File: src/rtl/background_plotter.sv
// Frame-sweep reader: walks a 160x120 background ROM with a vertical scroll
// offset and emits a one-pixel-per-clock x/y/colour/plot stream for the VGA adapter.
module background_plotter #(
  parameter int XSCREEN = 160,
  parameter int YSCREEN = 120,
  parameter int ADDR_W  = 15
) (
  input  logic              CLOCK_50,
  input  logic              reset,
  input  logic              start,
  input  logic [6:0]        scroll_offset,
  output logic [ADDR_W-1:0] rom_addr,
  input  logic [7:0]        rom_data,
  output logic [7:0]        x,
  output logic [6:0]        y,
  output logic [7:0]        colour,
  output logic              plot,
  output logic              busy,
  output logic              done
);

  localparam logic [1:0] S_IDLE  = 2'd0;
  localparam logic [1:0] S_RUN   = 2'd1;
  localparam logic [1:0] S_FLUSH = 2'd2;
  localparam logic [1:0] S_DONE  = 2'd3;

  logic [1:0]        r_state;
  logic [6:0]        r_off;
  logic [7:0]        r_sx;
  logic [6:0]        r_sy;
  logic [ADDR_W-1:0] r_rom_addr;
  logic [7:0]        r_x;
  logic [6:0]        r_y;
  logic [7:0]        r_colour_hold;
  logic              r_plot;
  logic              r_busy;
  logic              r_done;

  logic              w_idle;
  logic              w_last_col;
  logic              w_last_pixel;
  logic [6:0]        w_start_off;
  logic [7:0]        w_sx_next;
  logic [6:0]        w_sy_next;
  logic [6:0]        w_addr_row;
  logic [7:0]        w_addr_col;
  logic [6:0]        w_addr_off;
  logic [7:0]        w_row_sum;
  logic [7:0]        w_src_row;
  logic [ADDR_W-1:0] w_next_addr;

  assign w_idle       = (r_state == S_IDLE);
  assign w_last_col   = (r_sx == 8'(XSCREEN - 1));
  assign w_last_pixel = w_last_col && (r_sy == 7'(YSCREEN - 1));
  assign w_start_off  = (scroll_offset >= 7'(YSCREEN)) ? 7'd0 : scroll_offset;

  assign w_sx_next = w_last_col ? 8'd0 : r_sx + 8'd1;
  assign w_sy_next = w_last_col ? r_sy + 7'd1 : r_sy;

  // On an accepted start the first address (0,0) is formed from the incoming offset.
  assign w_addr_row = w_idle ? 7'd0 : w_sy_next;
  assign w_addr_col = w_idle ? 8'd0 : w_sx_next;
  assign w_addr_off = w_idle ? w_start_off : r_off;

  assign w_row_sum   = {1'b0, w_addr_row} + {1'b0, w_addr_off};
  assign w_src_row   = (w_row_sum >= 8'(YSCREEN)) ? w_row_sum - 8'(YSCREEN) : w_row_sum;
  assign w_next_addr = ADDR_W'(w_src_row) * ADDR_W'(XSCREEN) + ADDR_W'(w_addr_col);

  always_ff @(posedge CLOCK_50 or posedge reset) begin
    if (reset) begin
      r_state       <= S_IDLE;
      r_off         <= 7'd0;
      r_sx          <= 8'd0;
      r_sy          <= 7'd0;
      r_rom_addr    <= '0;
      r_x           <= 8'd0;
      r_y           <= 7'd0;
      r_colour_hold <= 8'd0;
      r_plot        <= 1'b0;
      r_busy        <= 1'b0;
      r_done        <= 1'b0;
    end else begin
      r_done <= 1'b0;
      if (r_plot) r_colour_hold <= rom_data;
      case (r_state)
        S_IDLE: begin
          if (start) begin
            r_off      <= w_start_off;
            r_sx       <= 8'd0;
            r_sy       <= 7'd0;
            r_rom_addr <= w_next_addr;
            r_busy     <= 1'b1;
            r_state    <= S_RUN;
          end
        end
        S_RUN: begin
          // x/y trail the address by one stage to line up with the synchronous ROM.
          r_plot <= 1'b1;
          r_x    <= r_sx;
          r_y    <= r_sy;
          if (w_last_pixel) begin
            r_state <= S_FLUSH;
          end else begin
            r_sx       <= w_sx_next;
            r_sy       <= w_sy_next;
            r_rom_addr <= w_next_addr;
          end
        end
        S_FLUSH: begin
          r_plot  <= 1'b0;
          r_busy  <= 1'b0;
          r_done  <= 1'b1;
          r_state <= S_DONE;
        end
        S_DONE: begin
          r_state <= S_IDLE;
        end
        default: begin
          r_state <= S_IDLE;
        end
      endcase
    end
  end

  assign rom_addr = r_rom_addr;
  assign x        = r_x;
  assign y        = r_y;
  assign colour   = r_plot ? rom_data : r_colour_hold;
  assign plot     = r_plot;
  assign busy     = r_busy;
  assign done     = r_done;

endmodule

File: config.mk
export PLATFORM = sky130hd
export DESIGN_NAME = background_plotter
export DESIGN_NICKNAME = d
export VERILOG_FILES = /design/src/rtl/background_plotter.sv
export SDC_FILE = /design/constraint.sdc
export NUM_CORES = 1
export LEC_CHECK = 0
export ABC_AREA = 1
export BUFFER_PORTS_ARGS = -buffer_cell sky130_fd_sc_hd__buf_2
export CAP_MARGIN = 20
export CORE_UTILIZATION = 49
export CTS_CLUSTER_DIAMETER = 60
export DETAILED_ROUTE_END_ITERATION = 10
export PLACE_DENSITY_LB_ADDON = 0.15
export SLEW_MARGIN = 20
export SYNTH_ARGS = -nofsm -noshare
export SYNTH_HDL_FRONTEND = slang
export SYNTH_SLANG_ARGS = --single-unit
File: constraint.sdc
create_clock -name CLOCK_50 -period 4.3 [get_ports CLOCK_50]
set_input_delay 0.215 -clock CLOCK_50 [delete_from_list [all_inputs] [get_ports CLOCK_50]]
set_output_delay 0.215 -clock CLOCK_50 [all_outputs]
set_load 0.1 [all_outputs]
==> results of run 1 <==
==> timing repair <==
action,4_1_cts,5_1_grt
resized for setup,26,51
buffers inserted,16,17
pin swaps,29,53
setup endpoints to repair,6,6
==> layer usage <==
| metal | track usage, % | share of wire, % | up-vias |
|---|---|---|---|
| li1 | - | - | 1923 |
| met1 | 28.9 | 44 | 1857 |
| met2 | 42.3 | 51 | 98 |
| met3 | 5.37 | 3.7 | 22 |
| met4 | 6.03 | 1.8 | 0 |
| met5 | 0 | 0 | - |
==> layout make-up <==
cell class / count / area (µm²)
Clock inverter: 4 / 50.0
Timing Repair Buffer: 153 / 1010
Fill cell: 580 / 2170
Inverter: 53 / 205
Tap cell: 102 / 128
Multi-Input combinational cell: 364 / 2520
Clock buffer: 12 / 165
Sequential cell: 65 / 1630
==> per-stage QoR <==
step | worst slack (ps) | total power, W | setup TNS [ps]
global placement | -343 | 0.000688 | -1120
finish | -643 | 0.00123 | -2450
detailed placement | -574 | 0.000689 | -2070
floorplan | -299 | 0.000673 | -463
CTS | -459 | 0.00124 | -1620
global route | -905 | 0.00127 | -3890
==> flip-flops by register name, indices dropped and copies added, names as in the netlist <==
name	flops
done	1
y	7
r_off	7
rom_addr	15
r_colour_hold	8
r_state	2
busy	1
plot	1
r_sx	8
r_sy	7
x	8
==> critical path, delay by kind of cell (launching register included) <==
kind                       cells  cell delay (ps)
and+or+nand+nor               26             2310
adders and majority gates      5             1650
buffers and inverters          2              120
DFF                            1              400
xor gates and xnor gates       2              360
==> where the power goes <==
group	internal, W	switching, W	total, W	leakage (nW)
Combinational	0.0000123	0.0000485	0.0000608	2.10
Clock	0.000314	0.000242	0.000556	0.105
Sequential	0.000615	0.000000923	0.000616	0.767
==> synth_stat cells (all sizes together), types with 3 or more instances <==
cell	number
buf	7
dfrtp	65
mux2	8
nand4	12
nand2	148
a31oi	3
nand3	40
nor2	28
xor2	15
fa	3
ha	29
a21oi	12
o21ai	51
inv	52
clkbuf	9
==> cell families after synthesis <==
kind of cell	share of synthesized area (%)
and+or+nand+nor	26.1
AOI/OAI and AO/OA	9.92
buffers and inverters	7.83
DFF	39.9
adders and majority gates	10.4
xor gates and xnor gates	3.65
muxes	2.21
==> path summary, 6_finish.rpt <==
path | cells after the start | end
setup / recovery | 35 | rom_addr[14]
hold / removal | 2 | r_colour_hold[2]
setup reg to reg | 35 | rom_addr[14]
hold reg to reg | 2 | x[1]
max in group asynchronous | 3 | r_off[2]
min in group asynchronous | 3 | rom_addr[12]
==> results.cfg, run 1 <==
[cells_and_area]
finalInstanceArea_um2 = 5710
syn2layout_area_growth_pct = 40.2
antenna_cells_inserted = 0
layout.nets = 696
most_frequent_cells_in_the_layout = sky130_fd_sc_hd__nand2_1 (121), sky130_fd_sc_hd__buf_4 (92), sky130_fd_sc_hd__dfrtp_1 (65)
final_layout_size_suffix_gt1_share_pct = 41.6
final_util_pct = 72.4
most_common_cell_after_layout_fill_and_taps_aside = sky130_fd_sc_hd__nand2_1
layoutNonFillerInstCount = 753

[detailed_routing]
num_vias = 3900
wire_length_after_detailed_routing_um = 10400
first_pass_iters = 4
routedWlPerCell_um = 13.8
detail_route.drc_violations = 0
drt.antenna.violating_nets = 0
drtIter0Drc = 118
routed_via_density = 5.18

[floorplanning]
num_ports = 59
floorplan.die_area_um2 = 8690
width_of_the_die_um = 93.2
design.core.area_um2 = 7890
initial_utilization_pct = 51.7
core.rowCount = 32
die_height_um = 93.2

[clocking]
cts_root_buffer = sky130_fd_sc_hd__clkbuf_8
clkTransAtPathRegs_ps = 80
clock-sinks = 65
cts_inserted_buffers = 9
worstSkewPairLatency_ps = 350
clockBufferDepth = 2
cts_max_level = 3
post_cts_hold_buffer_count = 0
cts_tree = built

[grt]
grt_first_pass_wirelength_um = 16500
antenna_found_initial = 0
globalRouteTotalUtil_pct = 23.7
pin_count_of_the_biggest_net_entering_global_routing = 66
grt-ovfl-total = 0
first_global_vias = 3785

[synth]
yosys-top-cells-area = sky130_fd_sc_hd__dfrtp_1 (40%), sky130_fd_sc_hd__nand2_1 (13%), sky130_fd_sc_hd__ha_1 (8.9%), sky130_fd_sc_hd__inv_1 (4.7%), sky130_fd_sc_hd__nand3_1 (4.7%)
sequential_to_total_area_share_from_yosys_stat_pct = 39.9
postSynthNetCount = 548
synth_flop_cell = sky130_fd_sc_hd__dfrtp_1
synth_top_cell_by_area = sky130_fd_sc_hd__dfrtp_1
ys_ff_latch = 65
synthesis.area_per_instance_um2 = 8.18
synth-edff-count = 0
netlist_area_um2 = 4080
synth_cells = 498
number_of_unique_standard_cell_types_used_by_synthesis = 40
synth_top_area_share_pct = 39.9
ys_async_sr_fraction_pct = 100
yosysWarnings = 0

[job]
number_of_violations_of_the_max_capacitance_limit = 0

[timing]
achievable-frequency_mhz = 202
timing_worst_slew_pin_value_ps = 990
setup-violations-final = 6
hold-worst-slack_ps = 110
timing.final.ws_setup_ps = -643
timing.max_slew.rel_slack_pct = 33.7
post-route-period-util_pct = 115
finalCriticalPeriod_ps = 4940
rsz0062_at_grt = true
timing.final.hold_violations = 0
report.final.slew_viol_count = 0
worst_clock_skew_ps = 8.44

[critical_path]
setup.reg_to_reg.worst_slack_ps = -640
timing.critical_path.required_ps = 4540
crit_path_start = r_sx[1]
critPathSlowestCell = sky130_fd_sc_hd__fa_2
crit_top_cell = sky130_fd_sc_hd__nand2_1
critical_path.startpoint_type = flop
crit_path_max_incr_delay_ps = 590
timing.critical_path.fanout_max = 4
crit_path_end_kind = flop
regToRegStartpoint = r_sx[1]
timing.critical_path.arrival_ps = 5180
worst-setup-path-type = reg2reg

[min_path]
worstHoldPathType = in2reg
worst_min_delay_path_startpoint = rom_data[2]

[power_and_ir_drop]
static_leak_nw = 2.98
cellPowerDensity_nw_per_um2 = 216
vdd.ir_drop.worst_mv = 0.230

[placement]
placed_area_um2 = 4900
estimated_wirelength_of_the_detail_placed_design_um = 6640
gpl.final_weighted_congestion = 0.891
io_buffer_count = 58
dp_cells = 705

[run_status]
failed_checks = setup timing
status = finished with violations
No activity file was read; power rests on OpenSTA's default activity.
==> inputs of run 2 (changes only) <==
- CORE_UTILIZATION: 49 -> 40
- REMOVE_ABC_BUFFERS: not set -> 1
- SKIP_CTS_REPAIR_TIMING: not set -> 1
==> run 2 against run 1 <==
  * The run still ends with setup timing left
  * Register-to-register slack improved by 150 ps
  * Die area grew 22%
  * Final area decreased by 5.7%
  * Largest power group unchanged
  * Highest routed layer unchanged
==> results.cfg, run 2 (synthesized netlist as in run 1, its figures left out) <==
[placement]
estimated_wirelength_of_the_detail_placed_design_um = 6800
io_buffer_count = 58
placed_area_um2 = 4950
gpl.final_weighted_congestion = 0.822

[grt]
first_global_vias = 3513
globalRouteTotalUtil_pct = 19.0
grt_first_pass_wirelength_um = 15600
grt-ovfl-total = 0
pin_count_of_the_biggest_net_entering_global_routing = 66
antenna_found_initial = 0

[critical_path]
critPathSlowestCell = sky130_fd_sc_hd__fa_1
timing.critical_path.required_ps = 4530
reg2regPathDepth = 32
worst-setup-path-type = reg2reg
crit_path_end_kind = flop
setup.reg_to_reg.worst_slack_ps = -490
capturing_point_of_the_worst_reg2reg_path = rom_addr[12]
timing.critical_path.arrival_ps = 5020
crit_top_cell = sky130_fd_sc_hd__nand2_1
crit_path_max_incr_delay_ps = 520
crit_path_start = r_sx[1]
regToRegStartpoint = r_sx[1]
timing.critical_path.fanout_max = 5
critical_path.startpoint_type = flop

[run_status]
failed_checks = setup timing
status = finished with violations

[cells_and_area]
area_used_by_sequential_logic_in_the_layout_um2 = 1630
multi_input_area_um2 = 2280
most_common_cell_after_layout_fill_and_taps_aside = sky130_fd_sc_hd__nand2_1
syn2layout_area_growth_pct = 32.2
final_layout_size_suffix_gt1_share_pct = 33.8
most_frequent_cells_in_the_layout = sky130_fd_sc_hd__nand2_1 (133), sky130_fd_sc_hd__buf_4 (81), sky130_fd_sc_hd__dfrtp_1 (65)
finalInstanceArea_um2 = 5390
layout.nets = 685
largest_register_ff_count = 15
antenna_cells_inserted = 0
fillers = 947

[timing]
timing_worst_slew_pin_value_ps = 992
timing.final.ws_setup_ps = -493
worst_clock_skew_ps = 12.7
rsz0062_at_grt = true
setup-violations-final = 6
achievable-frequency_mhz = 209
finalCriticalPeriod_ps = 4790
post-route-period-util_pct = 111
timing.final.hold_violations = 0
report.final.slew_viol_count = 0
timing.max_slew.rel_slack_pct = 33.6

[floorplanning]
design.core.area_um2 = 9820
die_height_um = 103
core.rowCount = 36
num_ports = 59
initial_utilization_pct = 41.5
width_of_the_die_um = 103
floorplan.die_area_um2 = 10600

[clocking]
worstSkewPairLatency_ps = 340
clkTransAtPathRegs_ps = 80
cts_inserted_buffers = 9
clock-sinks = 65
clockBufferDepth = 2
cts_max_level = 3
cts_root_buffer = sky130_fd_sc_hd__clkbuf_8
cts_tree = built

[min_path]
worstHoldPathType = in2async

[detailed_routing]
routedWlPerCell_um = 12.0
num_vias = 3672
first_pass_iters = 4
wire_length_after_detailed_routing_um = 9290
detail_route.drc_violations = 0
routed_via_density = 4.76
drt.antenna.violating_nets = 0
drtIter0Drc = 72

[power_and_ir_drop]
cellPowerDensity_nw_per_um2 = 218
static_leak_nw = 2.89
post-layout-total-power_w = 0.00117
vdd.ir_drop.worst_mv = 0.153

[job]
number_of_violations_of_the_max_capacitance_limit = 0
[run 2: metrics by stage]
| stage | setup TNS, ps | util, % | setup slack (ps) | std cells | hold slack, ps |
|---|---|---|---|---|---|
| after floorplan | -1750 | - | -564 | 482 | 376 |
| after global placement | -1290 | 50.4 | -389 | 744 | 451 |
| after detailed placement | -2020 | 50.4 | -558 | 744 | 458 |
| after CTS | -1930 | 52.2 | -544 | 759 | 97.9 |
| after global routing | -3920 | 54.9 | -823 | 772 | 115 |
| final | -2070 | 54.9 | -493 | 772 | 117 |
[run 2: per-layer routing]
metal | up-vias | global-route usage (%) | share of wire (%)
met5 | - | 0 | 0
met3 | 15 | 2.78 | 3.1
met2 | 63 | 32.5 | 48
li1 | 1894 | - | -
met4 | 0 | 6.72 | 1.6
met1 | 1700 | 24.5 | 47
[run 2: how the worst max path moves through the flow]
stage / to / slack [ps] / cells after the start
after global routing: rom_addr[14] / -820 / 34
after global placement: rom_addr[14] / -390 / 36
after CTS: rom_addr[14] / -540 / 36
final: rom_addr[12] / -490 / 32
after floorplan: rom_addr[14] / -560 / 33
after detailed placement: rom_addr[14] / -560 / 36
[run 2: report_power, final]
| group | switching, W | internal, W |
|---|---|---|
| sequential | 0.000000906 | 0.000615 |
| combinational | 0.0000484 | 0.0000126 |
| clock | 0.000233 | 0.000262 |
| total | 0.000282 | 0.000890 |
[run 2: area by class of cell]
cell class,instances,area share (%)
Clock buffer,11,2.44
Timing Repair Buffer,142,17.3
Clock inverter,4,0.836
Tap cell,133,3.09
Sequential cell,65,30.2
Multi-Input combinational cell,364,42.3
Inverter,53,3.81
[run 2: worst max-delay path, delay by kind of cell (launching register included)]
kind,cells,cell delay (ps)
AND/OR/NAND/NOR,19,1920
adder cells (fa/ha/maj),5,1460
XOR/XNOR,3,490
flip-flops,1,390
buffers and inverters,4,320
AO/OA/AOI/OAI,1,90
==> inputs of run 3 (changes only) <==
- CORE_UTILIZATION: 40 -> 45
==> run 3 against run 2 <==
  * The run still ends with setup timing left
  * Cell count down 4.7%
  * Non-clock buffer count down 11
  * First-iteration DRC count up 100%
  * Critical path depth up 2
  * Flip-flop and latch count unchanged
  * Final area down 0.98%
  * Clock-buffer cell count up 1
  * Core utilization up 6.0 points
  * Die area down 11%
  * Routed wire length down 1.6%
  * Largest power group unchanged
  * Highest routed layer unchanged
==> results.cfg, run 3 (synthesized netlist as in run 1, its figures left out) <==
[run_status]
status = finished with violations
failed_checks = setup timing

[placement]
detailedPlace.worstSlack_ps = -649
io_buffer_count = 58
estimated_wirelength_of_the_detail_placed_design_um = 6660
gpl.final_weighted_congestion = 0.830

[cells_and_area]
final_layout_size_suffix_gt1_share_pct = 35.8
most_frequent_cells_in_the_layout = sky130_fd_sc_hd__nand2_1 (124), sky130_fd_sc_hd__buf_4 (71), sky130_fd_sc_hd__dfrtp_1 (65)
layout.nets = 674
antenna_cells_inserted = 0
largest_register_ff_count = 15
syn2layout_area_growth_pct = 30.9
most_common_cell_after_layout_fill_and_taps_aside = sky130_fd_sc_hd__nand2_1

[grt]
globalRouteTotalUtil_pct = 20.0
first_global_vias = 3532
antenna_found_initial = 0
grt-ovfl-total = 0
groute.layer.met3.usage_pct = 4.17
gr-usage-met2_pct = 34.5
pin_count_of_the_biggest_net_entering_global_routing = 66
globalRouteMet1Util_pct = 24.6
global_route.peak_usage_layer = met2
grt_first_pass_wirelength_um = 15400

[timing]
finalCriticalPeriod_ps = 4920
post-route-period-util_pct = 114
worst_clock_skew_ps = 9.09
timing.final.ws_setup_ps = -620
timing.final.hold_violations = 0
report.final.slew_viol_count = 0
setup-violations-final = 6
rsz0062_at_grt = true
timing.max_slew.rel_slack_pct = 34.8
achievable-frequency_mhz = 203
timing_worst_slew_pin_value_ps = 975

[clocking]
cts_root_buffer = sky130_fd_sc_hd__clkbuf_8
clockBufferDepth = 2
clock-sinks = 65
worstSkewPairLatency_ps = 340
cts_max_level = 3
cts_tree = built
cts_inserted_buffers = 9
clkTransAtPathRegs_ps = 70

[floorplanning]
floorplan.die_area_um2 = 9440
design.core.area_um2 = 8760
width_of_the_die_um = 97.2
die_height_um = 97.2
core.rowCount = 34
num_ports = 59
initial_utilization_pct = 46.5

[critical_path]
critical_path.startpoint_type = flop
critPathSlowestCell = sky130_fd_sc_hd__fa_2
timing.critical_path.fanout_max = 5
worst-setup-path-type = reg2reg
crit_top_cell = sky130_fd_sc_hd__nand2_2
timing.critical_path.arrival_ps = 5160
reg2regPathDepth = 34
crit_path_end_kind = flop
crit_path_max_incr_delay_ps = 580
timing.critical_path.required_ps = 4540

[detailed_routing]
num_vias = 3674
routed_via_density = 4.99
drtIter0Drc = 145
wire_length_after_detailed_routing_um = 9140
drt.antenna.violating_nets = 0
routedWlPerCell_um = 12.4
first_pass_iters = 4
detail_route.drc_violations = 0

[min_path]
worstHoldPathType = in2async

[power_and_ir_drop]
clock_power_share_pct = 40.1
pwr-share-seq_pct = 54.5
switchingPower_w = 0.000281
comb_power_share_pct = 5.4
vdd.ir_drop.worst_mv = 0.266
static_leak_nw = 2.83
cell_internal_pwr_w = 0.000848
cellPowerDensity_nw_per_um2 = 212
switching_share_pct = 24.9
post-layout-total-power_w = 0.00113

[job]
number_of_violations_of_the_max_capacitance_limit = 0
## run 3: changes by cell type in the layout (fill, tap and decap cells not counted), sizes merged
| cell | delta |
|---|---|
| buf | -11 |
| bufinv | -1 |
| clkbuf | +1 |
| clkinv | -1 |
| clkinvlp | +1 |
## run 3: worst paths after layout
kind                                  start                to  slack [ps]
worst max-delay path                r_sx[0]      rom_addr[14]        -620
worst min-delay path                  reset              x[4]          90
worst max register to register      r_sx[0]      rom_addr[14]        -620
worst min register to register         x[1]              x[1]         460
max in group asynchronous             reset           r_sy[6]        3640
min in group CLOCK_50           rom_data[1]  r_colour_hold[1]         120
## run 3: final cells by class
cell class | instances | area (µm²)
clock inverter | 3 | 17.5
inverter | 53 | 205
multi-input combinational | 364 | 2360
tap | 108 | 135
sequential | 65 | 1630
clock buffer | 12 | 145
timing repair buffer | 131 | 846
fill | 784 | 3430
## run 3: routing by layer
layer  up-vias  wire, µm
met5         -         0
met4         0       157
met3        18       321
met2        70      4450
met1      1707      4210
li1       1879         -
## run 3: power groups by stage
stage | registers, W | clock network [W] | logic [W]
6_report | 0.000616 | 0.000452 | 0.0000611
5_1_grt | 0.000616 | 0.000486 | 0.0000666
4_1_cts | 0.000616 | 0.000471 | 0.0000626
3_5_place_dp | 0.000628 | 0 | 0.0000625
3_3_place_gp | 0.000627 | 0 | 0.0000614
2_1_floorplan | 0.000627 | 0 | 0.0000453
## run 3: stage by stage
| step | std cells | hold WS, ps | util (%) | instance area (µm²) | TNS [ps] |
|---|---|---|---|---|---|
| floorplan | 482 | 376 | - | 3960 | -1750 |
| global placement | 715 | 450 | 55.8 | 4890 | -1230 |
| detailed placement | 715 | 454 | 55.8 | 4890 | -2430 |
| CTS | 730 | 104 | 57.7 | 5050 | -2460 |
| global route | 736 | 111 | 60.9 | 5330 | -4340 |
| finish | 736 | 94.6 | 60.9 | 5330 | -2550 |
## run 3: worst max-delay path, delay by kind of cell, from the launching register on
| kind | cells | cell delay, ps |
|---|---|---|
| and+or+nand+nor | 26 | 2480 |
| adders and majority gates | 5 | 1600 |
| DFF | 1 | 360 |
| xor gates and xnor gates | 2 | 310 |
| buffers and inverters | 1 | 60 |
